## src/rtl/echo_report_tx_if.sv

```systemverilog
// +-----------------------------------------------------------------------+
// | echo_report_tx_if : request/report and UART handshake bundle          |
// | Rev 1.0                                                               |
// +-----------------------------------------------------------------------+
`timescale 1ns/1ps
`default_nettype none

interface echo_report_tx_if #(
   parameter int DATA_W = 24
);
   logic              start;
   logic [DATA_W-1:0] value;
   logic              busy;
   logic              done;
   logic              uart_transmit;
   logic [7:0]        uart_tx_byte;
   logic              uart_is_transmitting;

   modport slave (
      input  start, value, uart_is_transmitting,
      output busy, done, uart_transmit, uart_tx_byte
   );

   modport master (
      output start, value, uart_is_transmitting,
      input  busy, done, uart_transmit, uart_tx_byte
   );
endinterface

`default_nettype wire

```

## src/rtl/echo_report_tx.sv

```systemverilog
// +-----------------------------------------------------------------------+
// | echo_report_tx : sends an unsigned value as ASCII decimal + CR LF     |
// | Rev 1.0                                                               |
// +-----------------------------------------------------------------------+
`timescale 1ns/1ps
`default_nettype none

module echo_report_tx #(
   parameter int DATA_W = 24,
   parameter int DIGITS = 8
) (
   input  logic            clk,
   input  logic            rst_n,
   echo_report_tx_if.slave bus
);
   localparam int BCD_W = 4 * DIGITS;
   localparam int CNT_W = $clog2(DATA_W + 1);
   localparam int PTR_W = (DIGITS > 1) ? $clog2(DIGITS) : 1;

   localparam logic [2:0] S_IDLE    = 3'd0;
   localparam logic [2:0] S_CONVERT = 3'd1;
   localparam logic [2:0] S_SKIP    = 3'd2;
   localparam logic [2:0] S_LOAD    = 3'd3;
   localparam logic [2:0] S_WAIT_HI = 3'd4;
   localparam logic [2:0] S_WAIT_LO = 3'd5;
   localparam logic [2:0] S_NEXT    = 3'd6;
   localparam logic [2:0] S_DONE    = 3'd7;

   localparam logic [1:0] SEL_DIG = 2'd0;
   localparam logic [1:0] SEL_CR  = 2'd1;
   localparam logic [1:0] SEL_LF  = 2'd2;

   localparam logic [CNT_W-1:0] CNT_LOAD = CNT_W'(DATA_W);
   localparam logic [PTR_W-1:0] PTR_MSD  = PTR_W'(DIGITS - 1);

   logic [2:0]        state_q, state_d;
   logic [DATA_W-1:0] shift_q, shift_d;
   logic [BCD_W-1:0]  bcd_q, bcd_d;
   logic [BCD_W-1:0]  bcd_adj;
   logic [CNT_W-1:0]  cnt_q, cnt_d;
   logic [PTR_W-1:0]  ptr_q, ptr_d;
   logic [1:0]        sel_q, sel_d;
   logic [1:0]        wait_q, wait_d;
   logic [7:0]        byte_q, byte_d;

   function automatic logic [3:0] nib_at(input logic [BCD_W-1:0] b,
                                         input logic [PTR_W-1:0] p);
      logic [3:0] n;
      n = 4'd0;
      for (int i = 0; i < DIGITS; i++) begin
         if (p == PTR_W'(i)) n = b[4*i +: 4];
      end
      return n;
   endfunction

   function automatic logic [7:0] char_of(input logic [BCD_W-1:0] b,
                                          input logic [PTR_W-1:0] p,
                                          input logic [1:0]       s);
      logic [7:0] c;
      case (s)
         SEL_DIG: c = {4'h3, nib_at(b, p)};
         SEL_CR:  c = 8'h0D;
         default: c = 8'h0A;
      endcase
      return c;
   endfunction

   // Double-dabble correction applied to every digit before each shift
   for (genvar i = 0; i < DIGITS; i++) begin : g_dabble
      assign bcd_adj[4*i +: 4] = (bcd_q[4*i +: 4] >= 4'd5) ? (bcd_q[4*i +: 4] + 4'd3)
                                                           : bcd_q[4*i +: 4];
   end

   always_ff @(posedge clk) begin
      if (!rst_n) begin
         state_q <= S_IDLE;
         shift_q <= '0;
         bcd_q   <= '0;
         cnt_q   <= '0;
         ptr_q   <= '0;
         sel_q   <= SEL_DIG;
         wait_q  <= '0;
         byte_q  <= 8'h00;
      end else begin
         state_q <= state_d;
         shift_q <= shift_d;
         bcd_q   <= bcd_d;
         cnt_q   <= cnt_d;
         ptr_q   <= ptr_d;
         sel_q   <= sel_d;
         wait_q  <= wait_d;
         byte_q  <= byte_d;
      end
   end

   always_comb begin
      state_d = state_q;
      shift_d = shift_q;
      bcd_d   = bcd_q;
      cnt_d   = cnt_q;
      ptr_d   = ptr_q;
      sel_d   = sel_q;
      wait_d  = wait_q;
      byte_d  = byte_q;
      case (state_q)
         S_IDLE: begin
            if (bus.start) begin
               shift_d = bus.value;
               bcd_d   = '0;
               cnt_d   = CNT_LOAD;
               ptr_d   = PTR_MSD;
               sel_d   = SEL_DIG;
               state_d = S_CONVERT;
            end
         end
         S_CONVERT: begin
            bcd_d   = {bcd_adj[BCD_W-2:0], shift_q[DATA_W-1]};
            shift_d = shift_q << 1;
            cnt_d   = cnt_q - CNT_W'(1);
            if (cnt_q == CNT_W'(1)) state_d = S_SKIP;
         end
         S_SKIP: begin
            if ((nib_at(bcd_q, ptr_q) == 4'd0) && (ptr_q != '0)) ptr_d = ptr_q - PTR_W'(1);
            else                                                 state_d = S_LOAD;
         end
         S_LOAD: begin
            if (!bus.uart_is_transmitting) begin
               wait_d  = 2'd0;
               state_d = S_WAIT_HI;
            end
         end
         S_WAIT_HI: begin
            // Four cycles without acknowledge means the request was lost; resend it
            if (bus.uart_is_transmitting) state_d = S_WAIT_LO;
            else if (wait_q == 2'd3)      state_d = S_LOAD;
            else                          wait_d  = wait_q + 2'd1;
         end
         S_WAIT_LO: begin
            if (!bus.uart_is_transmitting) state_d = S_NEXT;
         end
         S_NEXT: begin
            state_d = S_LOAD;
            case (sel_q)
               SEL_DIG: begin
                  if (ptr_q == '0) sel_d = SEL_CR;
                  else             ptr_d = ptr_q - PTR_W'(1);
               end
               SEL_CR:  sel_d   = SEL_LF;
               default: state_d = S_DONE;
            endcase
         end
         S_DONE:  state_d = S_IDLE;
         default: state_d = S_IDLE;
      endcase
      // Character is latched on entry so it is valid in the very cycle of the pulse
      if (state_d == S_LOAD) byte_d = char_of(bcd_d, ptr_d, sel_d);
   end

   always_comb begin
      bus.busy          = 1'b0;
      bus.done          = 1'b0;
      bus.uart_transmit = 1'b0;
      case (state_q)
         S_IDLE: ;
         S_DONE: bus.done = 1'b1;
         S_LOAD: begin
            bus.busy          = 1'b1;
            bus.uart_transmit = !bus.uart_is_transmitting;
         end
         default: bus.busy = 1'b1;
      endcase
   end

   assign bus.uart_tx_byte = byte_q;

endmodule

`default_nettype wire

```

## src/flat_wrapper.sv

```systemverilog
// flat-port wrapper written by rule: the top's interface ports become plain ports
module echo_report_tx_flat 
#(
   parameter int DATA_W = 24,
   parameter int DIGITS = 8
)
  (clk, rst_n, bus_start, bus_value, bus_uart_is_transmitting, bus_busy, bus_done, bus_uart_transmit, bus_uart_tx_byte);
  echo_report_tx_if #(.DATA_W(DATA_W)) bus_i ();
  input  logic clk;
  input  logic rst_n;
  input wire logic [$bits(bus_i.start)-1:0] bus_start;
  input wire logic [$bits(bus_i.value)-1:0] bus_value;
  input wire logic [$bits(bus_i.uart_is_transmitting)-1:0] bus_uart_is_transmitting;
  output wire logic [$bits(bus_i.busy)-1:0] bus_busy;
  output wire logic [$bits(bus_i.done)-1:0] bus_done;
  output wire logic [$bits(bus_i.uart_transmit)-1:0] bus_uart_transmit;
  output wire logic [$bits(bus_i.uart_tx_byte)-1:0] bus_uart_tx_byte;
  assign bus_i.start = bus_start;
  assign bus_i.value = bus_value;
  assign bus_i.uart_is_transmitting = bus_uart_is_transmitting;
  assign bus_busy = bus_i.busy;
  assign bus_done = bus_i.done;
  assign bus_uart_transmit = bus_i.uart_transmit;
  assign bus_uart_tx_byte = bus_i.uart_tx_byte;
  echo_report_tx #(.DATA_W(DATA_W), .DIGITS(DIGITS)) u_core (.clk(clk), .rst_n(rst_n), .bus(bus_i));
endmodule
```

## config.mk

```make
export PLATFORM = sky130hd
export DESIGN_NAME = echo_report_tx_flat
export DESIGN_NICKNAME = d
export VERILOG_FILES = /design/src/rtl/echo_report_tx_if.sv /design/src/rtl/echo_report_tx.sv /design/src/flat_wrapper.sv
export SDC_FILE = /design/constraint.sdc
export NUM_CORES = 1
export LEC_CHECK = 0
export CAP_MARGIN = 10
export CORE_MARGIN = 2
export CORE_UTILIZATION = 60
export CTS_BUF_LIST = sky130_fd_sc_hd__clkbuf_8
export DETAILED_ROUTE_END_ITERATION = 10
export GPL_ROUTABILITY_DRIVEN = 0
export PLACE_DENSITY = 0.87
export SETUP_SLACK_MARGIN = 0.15
export SYNTH_ARGS = -nofsm -noshare
export SYNTH_HDL_FRONTEND = slang
export SYNTH_SLANG_ARGS = --single-unit
export TNS_END_PERCENT = 50
```

## constraint.sdc

```tcl
create_clock -name clk -period 3.74 [get_ports clk]
set_clock_uncertainty 0.15 [all_clocks]
set_input_delay 1.122 -clock clk [delete_from_list [all_inputs] [get_ports clk]]
set_output_delay 1.122 -clock clk [all_outputs]
set_load 0.1 [all_outputs]
```

Yosys cells after proc, flatten, opt, wreduce, memory -nomap -nowiden
Index checks and enable logic that the tools add are counted.
{"block": "totals", "regBits": 79, "input_bits": 28, "output_inout_bits": 11, "wordCells": 129}
{"block": "classes", "add_sub_neg": 11, "n_lt_le_gt_ge": 8, "n_eq_ne": 30, "n_mux": 57, "reduce_logical": 15}
{"op": "two-way mux 4 bit", "count": 24}
{"op": "one-hot mux 32 bit (2 select lines)", "count": 1}
{"op": "one-hot mux 24 bit (2 select lines)", "count": 1}
{"op": "two-way mux 3 bit", "count": 13}
{"op": "== test 3 bit, second input constant", "count": 12}
{"op": ">= comparator 4 x 3 -> 1 bit, second input constant", "count": 8}
{"op": "two-way mux 32 bit", "count": 1}
{"op": "adder 4 x 2 -> 4 bit, second input constant", "count": 7}
{"op": "two-way mux 24 bit", "count": 1}
{"op": "one-hot mux 3 bit (8 select lines)", "count": 1}
{"op": "== test 3 x 2 -> 1 bit, second input constant", "count": 7}
{"op": "one-hot mux 2 bit (2 select lines)", "count": 3}
{"op": "one-hot mux 6 bit (2 select lines)", "count": 1}
{"op": "two-way mux 2 bit", "count": 5}
{"op": "one-hot mux 5 bit (2 select lines)", "count": 1}
{"op": "== test 3 x 1 -> 1 bit, second input constant", "count": 3}
{"op": "logical NOT 3 bit", "count": 3}
{"op": "one-hot mux 3 bit (3 select lines)", "count": 1}
{"op": "!= test 2 bit, second input constant", "count": 4}
{"op": "== test 5 x 1 -> 1 bit, second input constant", "count": 1}
{"op": "two-way mux 5 bit", "count": 1}
{"op": "subtractor 5 x 1 -> 5 bit, second input constant", "count": 1}
{"op": "== test 2 x 1 -> 1 bit, second input constant", "count": 2}
{"op": "logical NOT 2 bit", "count": 2}
{"op": "13 further kinds", "count": 17}

Logic depth before layout (Yosys ltp)
{"block": "depth", "ltp_word": 24, "ltp_mapped": 14, "depth_no_buf": 12}

Worst setup path after synthesis
No wires, ideal clock.
{"block": "synth_timing", "path_kind": "reg-to-output", "start": "register u_core.state_q[0]", "end": "output bus_busy", "arrival_time_ns": 3.406, "t_required_ns": 2.468, "slack_ns": -0.938, "path_stages_with_launch": 7, "path_buffers": 3, "path_cell_list": "dfxtp_1 > clkbuf_1 > buf_2 > buf_1 > nand2_1 > nor2_1 > nor2_1"}
{"block": "synth_via", "elab_chain_len": 3, "word_cells_on_any_way": 4, "classes_between": "eq/ne: 1; mux: 1; reduce/logical: 2"}
{"item": "from (decl)", "line": "echo_report_tx.sv:36", "text": "logic [2:0] state_q, state_d;"}
{"item": "from (signal assigned)", "line": "echo_report_tx.sv:85", "text": "state_q <= state_d;"}
{"item": "== test 3 bit or logical NOT 3 bit (tied branches)", "line": "echo_report_tx.sv:163", "text": "case (state_q)"}
{"item": "OR reduction 2 bit (no line) (*)"}
{"item": "two-way mux 1 bit (*)", "line": "echo_report_tx.sv:163"}
{"item": "to (decl)", "line": "flat_wrapper.sv:14", "text": "output wire logic [$bits(bus_i.busy)-1:0] bus_busy;"}
Every way passes the cells marked *; elsewhere a longest branch is shown, timed or not.

Worst setup path in the final report
{"block": "layout_timing", "start": "input bus_uart_is_transmitting", "end": "output bus_uart_transmit"}
{"block": "layout_via", "elab_chain_len": 2}
{"item": "from (decl)", "line": "flat_wrapper.sv:13", "text": "input wire logic [$bits(bus_i.uart_is_transmitting)-1:0] bus_uart_is_transmitting;"}
{"item": "logical NOT 1 bit"}
{"item": "two-way mux 1 bit", "line": "echo_report_tx.sv:163"}
{"item": "to (decl)", "line": "flat_wrapper.sv:16", "text": "output wire logic [$bits(bus_i.uart_transmit)-1:0] bus_uart_transmit;"}
No other way between the ends.

==> results.cfg <==
[global_route]
antenna_found_initial = 0
use_met2 = 0.4872
grt_pass1_wl_um = 20120
grt-busiest-layer = met2
grt_use_met3 = 0.04557
grt_max_degree = 29
grt_pass1_vias = 4266
grtUsageMet1 = 0.3759
gr-total-overflow = 0
grt_usage = 0.2944

[timing]
setup_viol = 0
fmax_mhz = 290.0
tns_ns = 0
period_share = 0.9219
hold_viol = 0
slew_headroom = 0.4397
finalMaxSlewViolations = 0
min_period_ns = 3.448
worst_pin_slew_ns = 0.8404
rsz0062_at_grt = no

[power_and_ir_drop]
p_comb_frac = 0.441
pwr-share-seq = 0.351
power_frac_clock = 0.208
netSwitchingPower_w = 0.001166
p_int_w = 0.001537
ir_drop_mv = 0.3889
leakage_nw = 1.993
power_density_nw_per_um2 = 508.7
p_sw_frac = 0.4313

[yosys]
ys.flop_type = dfxtp_1
synthCells = 578
avgSynthCellArea_um2 = 8.118
synth_area_um2 = 4692
synth-edff-count = 0
async_reset_ff_frac = 0
yosysWarnings = 0
ys_seq_area_frac = 0.3243
synth_cell_types = 75
ys_ff_latch = 76

[layout]
layout.nets = 655
multi_input_area_um2 = 2914
final_area_um2 = 5313
seq_area_um2 = 1521
final.fill_count = 602
drive_gt1_frac = 0.1118
antenna_cells = 0
syn2layout_area_growth_pct = 13.23

[setup_path]
critical_path_class = primary input to output port
arrival_ns = 2.18
endpoint_kind = output port
start_kind = primary input
crit_required_ns = 2.47
worstPathMaxFanout = 2

[hold_path]
worstHoldPathType = register to register

[place]
numPortBuffers = 36
dp_hpwl_um = 8749
place_area_um2 = 5127

[die]
dieArea_um2 = 8543
die_w_um = 92.43
die_y_um = 92.43
ios = 39
initial_core_util = 0.6135
coreArea_um2 = 7647
rows = 32

[clocking]
cts_tree = yes
cts-resized-gates = 0
cts_setup_buffers = 0
cts.clk_slew.worst_paths_ns = 0.08
holdBufCountCts = 0
cts-root-buf = clkbuf_8
cts_sinks = 76
numCtsBuffers = 9
clkLatencyLatePin_ns = 0.36
htreeDepth = 3
clk_path_buf_depth = 2

[routing]
dr.pass1.iters = 8
ant_nets = 0
num_vias = 4579
routed_wl_um = 12390
viasPerCell = 6.449
drc = 0
wl_per_cell_um = 17.45
drtIter0Drc = 556

[run]
drv_cap = 0

[outcome]
status = finished, final reports clean
-- layout by cell type, fill, tap and decap left out, types with 3 or more instances in the layout --
master and n:
dfxtp_1 76, nor2_1 75, nand2_1 43, a21oi_1 34
inv_1 28, o21ai_0 27, clkdlybuf4s50_1 27, buf_4 25
ha_1 24, and2_1 23, a222oi_1 23, o22ai_1 14
a22oi_1 13, mux2i_1 12, nand2b_1 12, nand3_1 10
xnor2_1 9, clkbuf_8 9, nor3_1 7, nor3b_1 7
o31ai_1 6, a32o_1 6, mux2_2 6, o21ai_1 6
nor2b_1 4, o21a_1 4, a31oi_1 4, nand3b_1 4
a21o_1 3, or2_1 3, a22o_1 3, a211oi_1 3
nand2_2 3
-- synth_stat cells (all sizes together) (3+ instances only) --
cell | number | share of area
nor2 | 78 | 0.063
dfxtp | 76 | 0.32
nand2 | 46 | 0.038
o21ai | 35 | 0.038
a21oi | 34 | 0.036
inv | 27 | 0.022
ha | 24 | 0.064
a222oi | 23 | 0.049
and2 | 23 | 0.031
clkbuf | 23 | 0.018
buf | 17 | 0.022
o22ai | 14 | 0.019
a22oi | 13 | 0.021
mux2i | 12 | 0.026
nand2b | 12 | 0.016
nand3 | 11 | 0.014
xnor2 | 9 | 0.017
nor3 | 7 | 0.0075
nor3b | 7 | 0.011
a32o | 6 | 0.013
mux2 | 6 | 0.014
o31ai | 6 | 0.0096
or2 | 5 | 0.0067
a211oi | 4 | 0.0075
a31oi | 4 | 0.0053
nand3b | 4 | 0.0064
nor2b | 4 | 0.0053
o21a | 4 | 0.0064
a21o | 3 | 0.0048
a22o | 3 | 0.0056
o221ai | 3 | 0.0069
o311ai | 3 | 0.0088
-- state kept, by name (all words and copies together) (netlist names) --
signal,count
u_core.sel_q,2
u_core.cnt_q,5
u_core.bcd_q,32
u_core.wait_q,2
u_core.shift_q,24
u_core.ptr_q,3
u_core.bus.uart_tx_byte,5
u_core.state_q,3
-- final timing paths --
check | start | end | slack, ns | depth (start not counted)
setup / recovery | bus_uart_is_transmitting | bus_uart_transmit | 0.29 | 4
hold / removal | u_core.wait_q[1]$_SDFFE_PN0P_ | u_core.wait_q[1]$_SDFFE_PN0P_ | 0.36 | 2
setup reg to reg | u_core.ptr_q[1]$_SDFF_PN0_ | u_core.bus.uart_tx_byte[1]$_SDFFE_PN0N_ | 0.32 | 10
hold reg to reg | u_core.wait_q[1]$_SDFFE_PN0P_ | u_core.wait_q[1]$_SDFFE_PN0P_ | 0.36 | 2
-- worst max-delay path, stage by stage --
cell	delay (ns)
clkdlybuf4s50_1	0.42
or2_2	0.30
nor2_2	0.14
buf_12	0.19
-- stage by stage --
stage	hold slack [ns]	instances	utilization	total power, W	worst slack [ns]
after global routing	0.3916	710	0.6947	0.002821	0.1157
final	0.3556	710	0.6947	0.002702	0.2920
after floorplan	0.3033	579	-	0.001851	0.02772
after detailed placement	0.3409	694	0.6705	0.002102	0.04917
after global placement	0.3148	694	0.6705	0.002063	0.1257
after CTS	0.3558	710	0.6922	0.002653	0.2734
-- cells by family (layout without fill, tap and decap cells) --
| group | after synthesis | count (layout) | synth area share |
|---|---|---|---|
| and+or+nand+nor | 205 | 205 | 0.2115 |
| AOI/OAI and AO/OA | 175 | 175 | 0.2765 |
| DFF | 76 | 76 | 0.3243 |
| buffers and inverters | 68 | 97 | 0.06240 |
| adders and majority gates | 24 | 24 | 0.06400 |
| muxes | 18 | 18 | 0.04000 |
| xor gates and xnor gates | 11 | 11 | 0.02053 |
| other | 1 | 2 | 0.0007992 |
-- area by class of cell --
class                      instances  area share
clock inverter                     7    0.008008
tap                              102     0.02402
inverter                          28     0.01978
multi-input combinational        435      0.5485
clock buffer                       9     0.02332
sequential                        76      0.2864
timing repair buffer              53     0.08997
-- routing by layer --
layer / routed length, um / part of all wire / vias to the layer above
met4: 345 / 0.028 / 0
li1: - / - / 2155
met3: 833 / 0.067 / 40
met5: 0 / 0 / -
met2: 5882 / 0.47 / 242
met1: 5326 / 0.43 / 2142
-- power by group through the flow --
stage	Sequential, W	Combinational [W]	Clock, W
after floorplan	0.00102	0.000828	0
final	0.000949	0.00119	0.000561
after global placement	0.000962	0.00110	0
after detailed placement	0.000965	0.00114	0
after CTS	0.000946	0.00114	0.000563
after global routing	0.000955	0.00127	0.000593
Power figures use the tool's default switching activity.
